--- src/rtl/adc_conv_sequencer_if.sv ---
// adc_conv_sequencer_if
//   Bundles the scan-control, analog front-end and conversion-FSM signals of
//   the ADC conversion sequencer.
//   slave  : sequencer side (control/front-end/conversion inputs in,
//            mux select, trigger, acknowledge and results out)
//   master : environment side (the opposite directions)
//   Signals keep their _i/_o suffixes as seen from the sequencer.
interface adc_conv_sequencer_if #(
    parameter int unsigned NUM_CH = 4,
    parameter int unsigned CNT_W  = 16
);
    localparam int unsigned CH_W = $clog2(NUM_CH);

    // Scan control
    logic              enable_i;
    logic [NUM_CH-1:0] ch_mask_i;
    logic [CNT_W-1:0]  period_i;

    // Analog front-end and conversion FSM
    logic              analog_ready_i;
    logic              conv_done_i;
    logic [CNT_W-1:0]  result_i;

    // Sequencer outputs
    logic [CH_W-1:0]   ch_sel_o;
    logic              trigger_o;
    logic              interrupt_clear_o;
    logic              res_valid_o;
    logic [CH_W-1:0]   res_ch_o;
    logic [CNT_W-1:0]  res_data_o;
    logic              busy_o;
    logic              timeout_o;

    modport slave (
        input  enable_i, ch_mask_i, period_i,
        input  analog_ready_i, conv_done_i, result_i,
        output ch_sel_o, trigger_o, interrupt_clear_o,
        output res_valid_o, res_ch_o, res_data_o, busy_o, timeout_o
    );

    modport master (
        output enable_i, ch_mask_i, period_i,
        output analog_ready_i, conv_done_i, result_i,
        input  ch_sel_o, trigger_o, interrupt_clear_o,
        input  res_valid_o, res_ch_o, res_data_o, busy_o, timeout_o
    );
endinterface

--- src/rtl/adc_conv_sequencer.sv ---
// adc_conv_sequencer
//   Scan scheduler that shares one dual-slope conversion FSM across NUM_CH
//   analog channels. Every period_i cycles it walks the channels enabled in
//   the mask latched at scan start, in ascending order: select, wait for the
//   front-end to settle, trigger, wait for conversion done, capture, clear.
//   Each result leaves as a one-cycle res_valid_o pulse tagged with its channel.
//
// Ports
//   clk_i        : clock, rising edge
//   rst_i        : asynchronous active-high reset
//   bus (slave)  : enable_i, ch_mask_i, period_i, analog_ready_i, conv_done_i,
//                  result_i in; ch_sel_o, trigger_o, interrupt_clear_o,
//                  res_valid_o, res_ch_o, res_data_o, busy_o, timeout_o out
//
// Build option
//   ADC_SEQ_TIMEOUT_EN : when defined, a conversion that does not finish
//   within TIMEOUT WAIT_DONE cycles is abandoned with an interrupt clear and
//   a sticky timeout_o. When undefined WAIT_DONE waits forever and
//   timeout_o is tied low.
module adc_conv_sequencer #(
    parameter int unsigned NUM_CH  = 4,
    parameter int unsigned CNT_W   = 16,
    parameter int unsigned TIMEOUT = 4095
) (
    input  logic                 clk_i,
    input  logic                 rst_i,
    adc_conv_sequencer_if.slave  bus
);
    localparam int unsigned CH_W = $clog2(NUM_CH);

    // Elaboration-time parameter range checks
    if (NUM_CH < 2 || NUM_CH > 16) begin : g_bad_num_ch
        $error("adc_conv_sequencer: NUM_CH must be 2..16");
    end
    if (TIMEOUT < 1) begin : g_bad_timeout
        $error("adc_conv_sequencer: TIMEOUT must be at least 1");
    end

    typedef enum logic [3:0] {
        S_IDLE,
        S_START,
        S_SELECT,
        S_SETTLE,
        S_TRIG,
        S_WAIT_DONE,
        S_ACK,
        S_WAIT_CLR,
        S_WAIT_PERIOD
    } state_t;

    state_t            state_q;
    logic [NUM_CH-1:0] mask_q;
    logic [CNT_W-1:0]  period_cnt_q;
    logic [CH_W-1:0]   ch_sel_q;
    logic [CH_W-1:0]   res_ch_q;
    logic [CNT_W-1:0]  res_data_q;
    logic              trigger_q;
    logic              clr_q;
    logic              res_valid_q;
    logic              busy_q;

`ifdef ADC_SEQ_TIMEOUT_EN
    localparam int unsigned TMO_W = $clog2(TIMEOUT + 1);
    logic [TMO_W-1:0]  tmo_cnt_q;
    logic              timeout_q;
`endif

    // Lowest pending channel of the latched mask
    logic              pick_hit;
    logic [CH_W-1:0]   pick_idx;

    always_comb begin
        pick_hit = 1'b0;
        pick_idx = '0;
        // Descending walk so the lowest set bit is the last one written.
        for (int i = NUM_CH - 1; i >= 0; i--) begin
            if (mask_q[i]) begin
                pick_hit = 1'b1;
                pick_idx = CH_W'(i);
            end
        end
    end

    // Saturating period counter helpers
    logic [CNT_W-1:0]  period_dec;
    logic [CNT_W-1:0]  period_load;
    logic              period_due;

    assign period_dec  = (period_cnt_q == '0) ? '0 : period_cnt_q - CNT_W'(1);
    // The START cycle itself is the first elapsed cycle of the period.
    assign period_load = (bus.period_i == '0) ? '0 : bus.period_i - CNT_W'(1);
    // Counter reaches zero on this edge: the next scan is due in the next cycle,
    // which puts consecutive STARTs exactly period_i cycles apart.
    assign period_due  = (period_cnt_q <= CNT_W'(1));

    // Sequencer FSM with registered outputs
    always_ff @(posedge clk_i or posedge rst_i) begin
        if (rst_i) begin
            state_q      <= S_IDLE;
            mask_q       <= '0;
            period_cnt_q <= '0;
            ch_sel_q     <= '0;
            res_ch_q     <= '0;
            res_data_q   <= '0;
            trigger_q    <= 1'b0;
            clr_q        <= 1'b0;
            res_valid_q  <= 1'b0;
            busy_q       <= 1'b0;
`ifdef ADC_SEQ_TIMEOUT_EN
            tmo_cnt_q    <= '0;
            timeout_q    <= 1'b0;
`endif
        end else begin
            trigger_q   <= 1'b0;
            clr_q       <= 1'b0;
            res_valid_q <= 1'b0;

            if (state_q != S_IDLE) begin
                period_cnt_q <= period_dec;
            end

            case (state_q)
                S_IDLE: begin
                    if (bus.enable_i) begin
                        state_q <= S_START;
                        busy_q  <= 1'b1;
                    end
                end

                S_START: begin
                    mask_q       <= bus.ch_mask_i;
                    period_cnt_q <= period_load;
                    state_q      <= S_SELECT;
                end

                S_SELECT: begin
                    if (pick_hit) begin
                        ch_sel_q         <= pick_idx;
                        mask_q[pick_idx] <= 1'b0;
                        state_q          <= S_SETTLE;
                    end else begin
                        state_q <= S_WAIT_PERIOD;
                        busy_q  <= 1'b0;
                    end
                end

                S_SETTLE: begin
                    if (bus.analog_ready_i) begin
                        trigger_q <= 1'b1;
                        state_q   <= S_TRIG;
                    end
                end

                // conv_done_i is deliberately not looked at here: a level left
                // over from a previous conversion must not be captured.
                S_TRIG: begin
                    state_q <= S_WAIT_DONE;
`ifdef ADC_SEQ_TIMEOUT_EN
                    tmo_cnt_q <= '0;
`endif
                end

                S_WAIT_DONE: begin
                    if (bus.conv_done_i) begin
                        res_data_q  <= bus.result_i;
                        res_ch_q    <= ch_sel_q;
                        res_valid_q <= 1'b1;
                        clr_q       <= 1'b1;
                        state_q     <= S_ACK;
                    end
`ifdef ADC_SEQ_TIMEOUT_EN
                    else if (tmo_cnt_q == TMO_W'(TIMEOUT - 1)) begin
                        // Abandon the channel: acknowledge without a result.
                        timeout_q <= 1'b1;
                        clr_q     <= 1'b1;
                        state_q   <= S_SELECT;
                    end else begin
                        tmo_cnt_q <= tmo_cnt_q + TMO_W'(1);
                    end
`endif
                end

                S_ACK: begin
                    state_q <= S_WAIT_CLR;
                end

                S_WAIT_CLR: begin
                    if (!bus.conv_done_i) begin
                        state_q <= S_SELECT;
                    end
                end

                S_WAIT_PERIOD: begin
                    if (period_due) begin
                        if (bus.enable_i) begin
                            state_q <= S_START;
                            busy_q  <= 1'b1;
                        end else begin
                            state_q <= S_IDLE;
                        end
                    end
                end

                default: begin
                    state_q <= S_IDLE;
                    busy_q  <= 1'b0;
                end
            endcase
        end
    end

    assign bus.ch_sel_o          = ch_sel_q;
    assign bus.trigger_o         = trigger_q;
    assign bus.interrupt_clear_o = clr_q;
    assign bus.res_valid_o       = res_valid_q;
    assign bus.res_ch_o          = res_ch_q;
    assign bus.res_data_o        = res_data_q;
    assign bus.busy_o            = busy_q;
`ifdef ADC_SEQ_TIMEOUT_EN
    assign bus.timeout_o         = timeout_q;
`else
    assign bus.timeout_o         = 1'b0;
`endif

endmodule
--- src/flat_wrapper.sv ---
// flat-port wrapper written by rule: the top's interface ports become plain ports
module adc_conv_sequencer_flat 
#(
    parameter int unsigned NUM_CH  = 4,
    parameter int unsigned CNT_W   = 16,
    parameter int unsigned TIMEOUT = 4095
)
  (clk_i, rst_i, bus_enable_i, bus_ch_mask_i, bus_period_i, bus_analog_ready_i, bus_conv_done_i, bus_result_i, bus_ch_sel_o, bus_trigger_o, bus_interrupt_clear_o, bus_res_valid_o, bus_res_ch_o, bus_res_data_o, bus_busy_o, bus_timeout_o);
  adc_conv_sequencer_if #(.NUM_CH(NUM_CH), .CNT_W(CNT_W)) bus_i ();
  input  logic clk_i;
  input  logic rst_i;
  input wire logic [$bits(bus_i.enable_i)-1:0] bus_enable_i;
  input wire logic [$bits(bus_i.ch_mask_i)-1:0] bus_ch_mask_i;
  input wire logic [$bits(bus_i.period_i)-1:0] bus_period_i;
  input wire logic [$bits(bus_i.analog_ready_i)-1:0] bus_analog_ready_i;
  input wire logic [$bits(bus_i.conv_done_i)-1:0] bus_conv_done_i;
  input wire logic [$bits(bus_i.result_i)-1:0] bus_result_i;
  output wire logic [$bits(bus_i.ch_sel_o)-1:0] bus_ch_sel_o;
  output wire logic [$bits(bus_i.trigger_o)-1:0] bus_trigger_o;
  output wire logic [$bits(bus_i.interrupt_clear_o)-1:0] bus_interrupt_clear_o;
  output wire logic [$bits(bus_i.res_valid_o)-1:0] bus_res_valid_o;
  output wire logic [$bits(bus_i.res_ch_o)-1:0] bus_res_ch_o;
  output wire logic [$bits(bus_i.res_data_o)-1:0] bus_res_data_o;
  output wire logic [$bits(bus_i.busy_o)-1:0] bus_busy_o;
  output wire logic [$bits(bus_i.timeout_o)-1:0] bus_timeout_o;
  assign bus_i.enable_i = bus_enable_i;
  assign bus_i.ch_mask_i = bus_ch_mask_i;
  assign bus_i.period_i = bus_period_i;
  assign bus_i.analog_ready_i = bus_analog_ready_i;
  assign bus_i.conv_done_i = bus_conv_done_i;
  assign bus_i.result_i = bus_result_i;
  assign bus_ch_sel_o = bus_i.ch_sel_o;
  assign bus_trigger_o = bus_i.trigger_o;
  assign bus_interrupt_clear_o = bus_i.interrupt_clear_o;
  assign bus_res_valid_o = bus_i.res_valid_o;
  assign bus_res_ch_o = bus_i.res_ch_o;
  assign bus_res_data_o = bus_i.res_data_o;
  assign bus_busy_o = bus_i.busy_o;
  assign bus_timeout_o = bus_i.timeout_o;
  adc_conv_sequencer #(.NUM_CH(NUM_CH), .CNT_W(CNT_W), .TIMEOUT(TIMEOUT)) u_core (.clk_i(clk_i), .rst_i(rst_i), .bus(bus_i));
endmodule
--- config.mk ---
export PLATFORM = sky130hd
export DESIGN_NAME = adc_conv_sequencer_flat
export DESIGN_NICKNAME = d
export VERILOG_FILES = /design/src/rtl/adc_conv_sequencer_if.sv /design/src/rtl/adc_conv_sequencer.sv /design/src/flat_wrapper.sv
export SDC_FILE = /design/constraint.sdc
export NUM_CORES = 1
export LEC_CHECK = 0
export ABC_AREA = 1
export BUFFER_PORTS_ARGS = -buffer_cell sky130_fd_sc_hd__buf_4
export CORE_MARGIN = 4
export CORE_UTILIZATION = 50
export CTS_BUF_LIST = sky130_fd_sc_hd__clkbuf_4 sky130_fd_sc_hd__clkbuf_8 sky130_fd_sc_hd__clkbuf_16
export CTS_CLUSTER_DIAMETER = 30
export CTS_CLUSTER_SIZE = 20
export DETAILED_ROUTE_END_ITERATION = 6
export PLACE_DENSITY = 0.87
export REMOVE_ABC_BUFFERS = 1
export SETUP_SLACK_MARGIN = 0.2
export SLEW_MARGIN = 20
export SYNTH_ARGS = -nofsm -noshare
export SYNTH_HDL_FRONTEND = slang
export SYNTH_SLANG_ARGS = --single-unit
--- constraint.sdc ---
create_clock -name clk_i -period 1.6 [get_ports clk_i]
set_clock_uncertainty 0.15 [all_clocks]
set_input_delay 0.16 -clock clk_i [delete_from_list [all_inputs] [get_ports clk_i]]
set_output_delay 0.16 -clock clk_i [all_outputs]
set_load 0.03 [all_outputs]
==> results.json <==
{
  "regToRegEndpoint": "u_core.bus.res_data_o[15]",
  "via_per_inst": 6.38,
  "utilization_pct": 84.9,
  "clkTransAtPathRegs_ps": 120,
  "synth_area_um2": 3110,
  "hold_viol_final": 0,
  "max_freq_mhz": 521,
  "core-area_um2": 5990,
  "fillers": 262,
  "synth_common_cells": "nand2_1, nor2_1, dfrtp_1",
  "slowest_stage": "dfrtp_1",
  "fp.dieH_um": 86.8,
  "first_pass_iters": 7,
  "num_antenna_cells": 0,
  "avgSynthCellArea_um2": 7.45,
  "min_to": "u_core.period_cnt_q[4]",
  "setup_ws_ps": -319,
  "p_total_mw": 10.8,
  "area_growth_pct": 63.7,
  "synth_edf_count": 0,
  "grt_pass1_vias": 3763,
  "r2r-start": "u_core.state_q[2]",
  "pin_count": 66,
  "htree_levels": 2,
  "overflow": 0,
  "detail-route-antenna-nets": 0,
  "r2r_slack_ps": -320,
  "drv_slew": 0,
  "yosysMostFrequentCell": "nand2_1",
  "min-delay-start": "bus_period_i[4]",
  "crit_chain": "inv_1, nor2_4, nand2_4, nor2_4, buf_6, clkbuf_16, mux2_4",
  "yosysWarnings": 0,
  "cts_tree": "built",
  "ys_seq_area_share_pct": 37.9,
  "violations": "design-rule violations, negative setup slack",
  "cap_violations": 0,
  "cp_num_cells": 7,
  "cts_made_buffers": 5,
  "cp-end-kind": "flip-flop",
  "die_area_um2": 7540,
  "final_layout_size_suffix_gt1_share_pct": 45.5,
  "initial_core_util_pct": 51.9,
  "rsz0062_at_grt": "true",
  "yosys_most_used_dff": "dfrtp_1",
  "ys_types": 40,
  "tightest_slew_ps": 516,
  "grt_max_degree": 22,
  "synth-seq-cells": 47,
  "vias": 4133,
  "num-nets-final": 618,
  "port_buffers": 64,
  "yosysTopAreaCell": "dfrtp_1",
  "cts.sinks": 47,
  "worst_hold_path_type": "input port to flip-flop",
  "drt-initial-drc-count": 730,
  "clk_latency_ps": 330,
  "antenna_found_initial": 1,
  "setup_tns_ps": -8900,
  "p_leak_nw": 2.50,
  "status": "complete, but fails checks",
  "synthArstFlopShare_pct": 100,
  "fin_crit_sh_pct": 120,
  "critical_path.max_stage_delay_ps": 500,
  "start_kind": "flip-flop",
  "synthTopCellsByArea": "dfrtp_1, nand2_1, nor2_1",
  "worst_path_most_repeated_cell": "nor2_4",
  "cpLargestDelayFamily": "flip-flops",
  "reg2reg_depth": 7,
  "power_density_nw_per_um2": 2120,
  "cp.arrival_ps": 1970,
  "min_period_ps": 1920,
  "slew-limit-headroom_pct": 65.5,
  "fp-row-count": 28,
  "dp_cells": 581,
  "route.detailed.drc": 1,
  "gp_congestion": 0.918,
  "critical_path_required_ps": 1650,
  "synthCells": 417,
  "place_ws_ps": -78.3,
  "critPathBufInv": 3,
  "yosys.area.top_type_share_pct": 37.9,
  "dpl.hpwl_mm": 6.64,
  "finalSetupViolCount": 45,
  "cts_root_buf": "clkbuf_8",
  "worst-path-max-fanout": 5,
  "grt_pass1_wl_mm": 18.6,
  "hold_path_depth": 5,
  "dieWidth_um": 86.8,
  "cts_max_path_buffers": 2,
  "wl_per_cell_um": 24.7,
  "vdd_ir_drop_max_v": 0.00155,
  "criticalPathCategory": "flip-flop to flip-flop",
  "grt_usage_pct": 32.1,
  "routed_wl_mm": 16.0,
  "fin_cells": 648
}
==> sequential cells by signal (all words and copies together) (netlist names) <==
name,cells
u_core.period_cnt_q,16
u_core.bus.trigger_o,1
u_core.bus.res_data_o,16
u_core.mask_q,4
u_core.bus.interrupt_clear_o,1
u_core.bus.res_ch_o,2
u_core.state_q,4
u_core.bus.busy_o,1
u_core.bus.ch_sel_o,2
==> stage by stage <==
step / cell area (µm²) / hold slack (ps)
3_5_place_dp: 3900 / 52.3
2_1_floorplan: 3030 / 116
4_1_cts: 4630 / 34.0
5_1_grt: 5090 / 98.2
3_3_place_gp: 3900 / 53.7
6_report: 5090 / 80.6
==> worst min-delay path: stages <==
cell and delay [ps]:
buf_4 120, nand2_1 60, nand2_1 40, nand3_1 70
a31oi_1 80
==> per-layer routing <==
metal	track usage [%]	vias up	routed length, µm
met4	18.1	2	1730
met1	33.8	1838	5060
met5	0	-	11
met3	6.37	194	2330
li1	-	1644	-
met2	58.7	455	6890
==> kinds of logic (layout without fill, tap and decap cells) <==
| family | count (synthesis) | in the layout | share of synthesized area, % |
|---|---|---|---|
| XOR/XNOR | 9 | 9 | 2.54 |
| flip-flops | 47 | 47 | 37.9 |
| other | 1 | 1 | 0.121 |
| AND/OR/NAND/NOR | 240 | 240 | 35.4 |
| adder cells (fa/ha/maj) | 5 | 5 | 2.01 |
| multiplexers | 17 | 17 | 6.16 |
| buffers and inverters | 59 | 215 | 8.50 |
| AO/OA/AOI/OAI | 39 | 39 | 7.41 |
==> layout by cell type, fill, tap and decap left out, types with 9 or more instances in the layout <==
master,n
dlygate4sd3_1,22
nand2_1,94
buf_4,115
buf_6,14
inv_1,39
dfrtp_1,43
mux2_4,17
nor2_1,44
nand3_1,24
nand2_2,21
nor2_4,16
nand4_1,9
==> worst max path at each step <==
stage / startpoint / end / slack, ps
5_1_grt: u_core.state_q[0] / u_core.bus.ch_sel_o[1] / -390
2_1_floorplan: u_core.state_q[1] / u_core.bus.res_ch_o[0] / -520
6_report: u_core.state_q[2] / u_core.bus.res_data_o[15] / -320
4_1_cts: u_core.state_q[1] / u_core.bus.res_data_o[6] / -4
3_3_place_gp: u_core.state_q[0] / u_core.bus.res_data_o[3] / 3
3_5_place_dp: u_core.period_cnt_q[0] / u_core.state_q[1] / -80
==> power breakdown <==
| group | switching, mW | leakage [nW] | internal (mW) | total (mW) |
|---|---|---|---|---|
| clock network | 0.502 | 0.0548 | 0.472 | 0.974 |
| registers | 0.681 | 0.578 | 1.76 | 2.44 |
| logic | 4.41 | 1.86 | 2.94 | 7.35 |
| total | 5.59 | 2.50 | 5.17 | 10.8 |
==> cell type report <==
class                           instances  area, µm²  share of cell area (%)
Sequential cell                        47       1180                    23.2
Multi-Input combinational cell        311       2100                    41.4
Timing Repair inverter                  1       11.3                   0.221
Tap cell                               75       93.8                    1.85
Inverter                               49        201                    3.96
Clock buffer                            5       68.8                    1.35
Timing Repair Buffer                  157       1380                    27.1
Clock inverter                          3       46.3                   0.910
==> repair_timing <==
action / in CTS / in global routing
gates resized for setup: 61 / 84
buffers inserted: 20 / 13
pin swaps: 25 / 20
hold endpoints to repair: 39 / 0
endpoints found under the setup margin: 44 / 45
cloned: 2 / 2
hold buffers: 22 / 0
(Power assumes the default switching activity.)
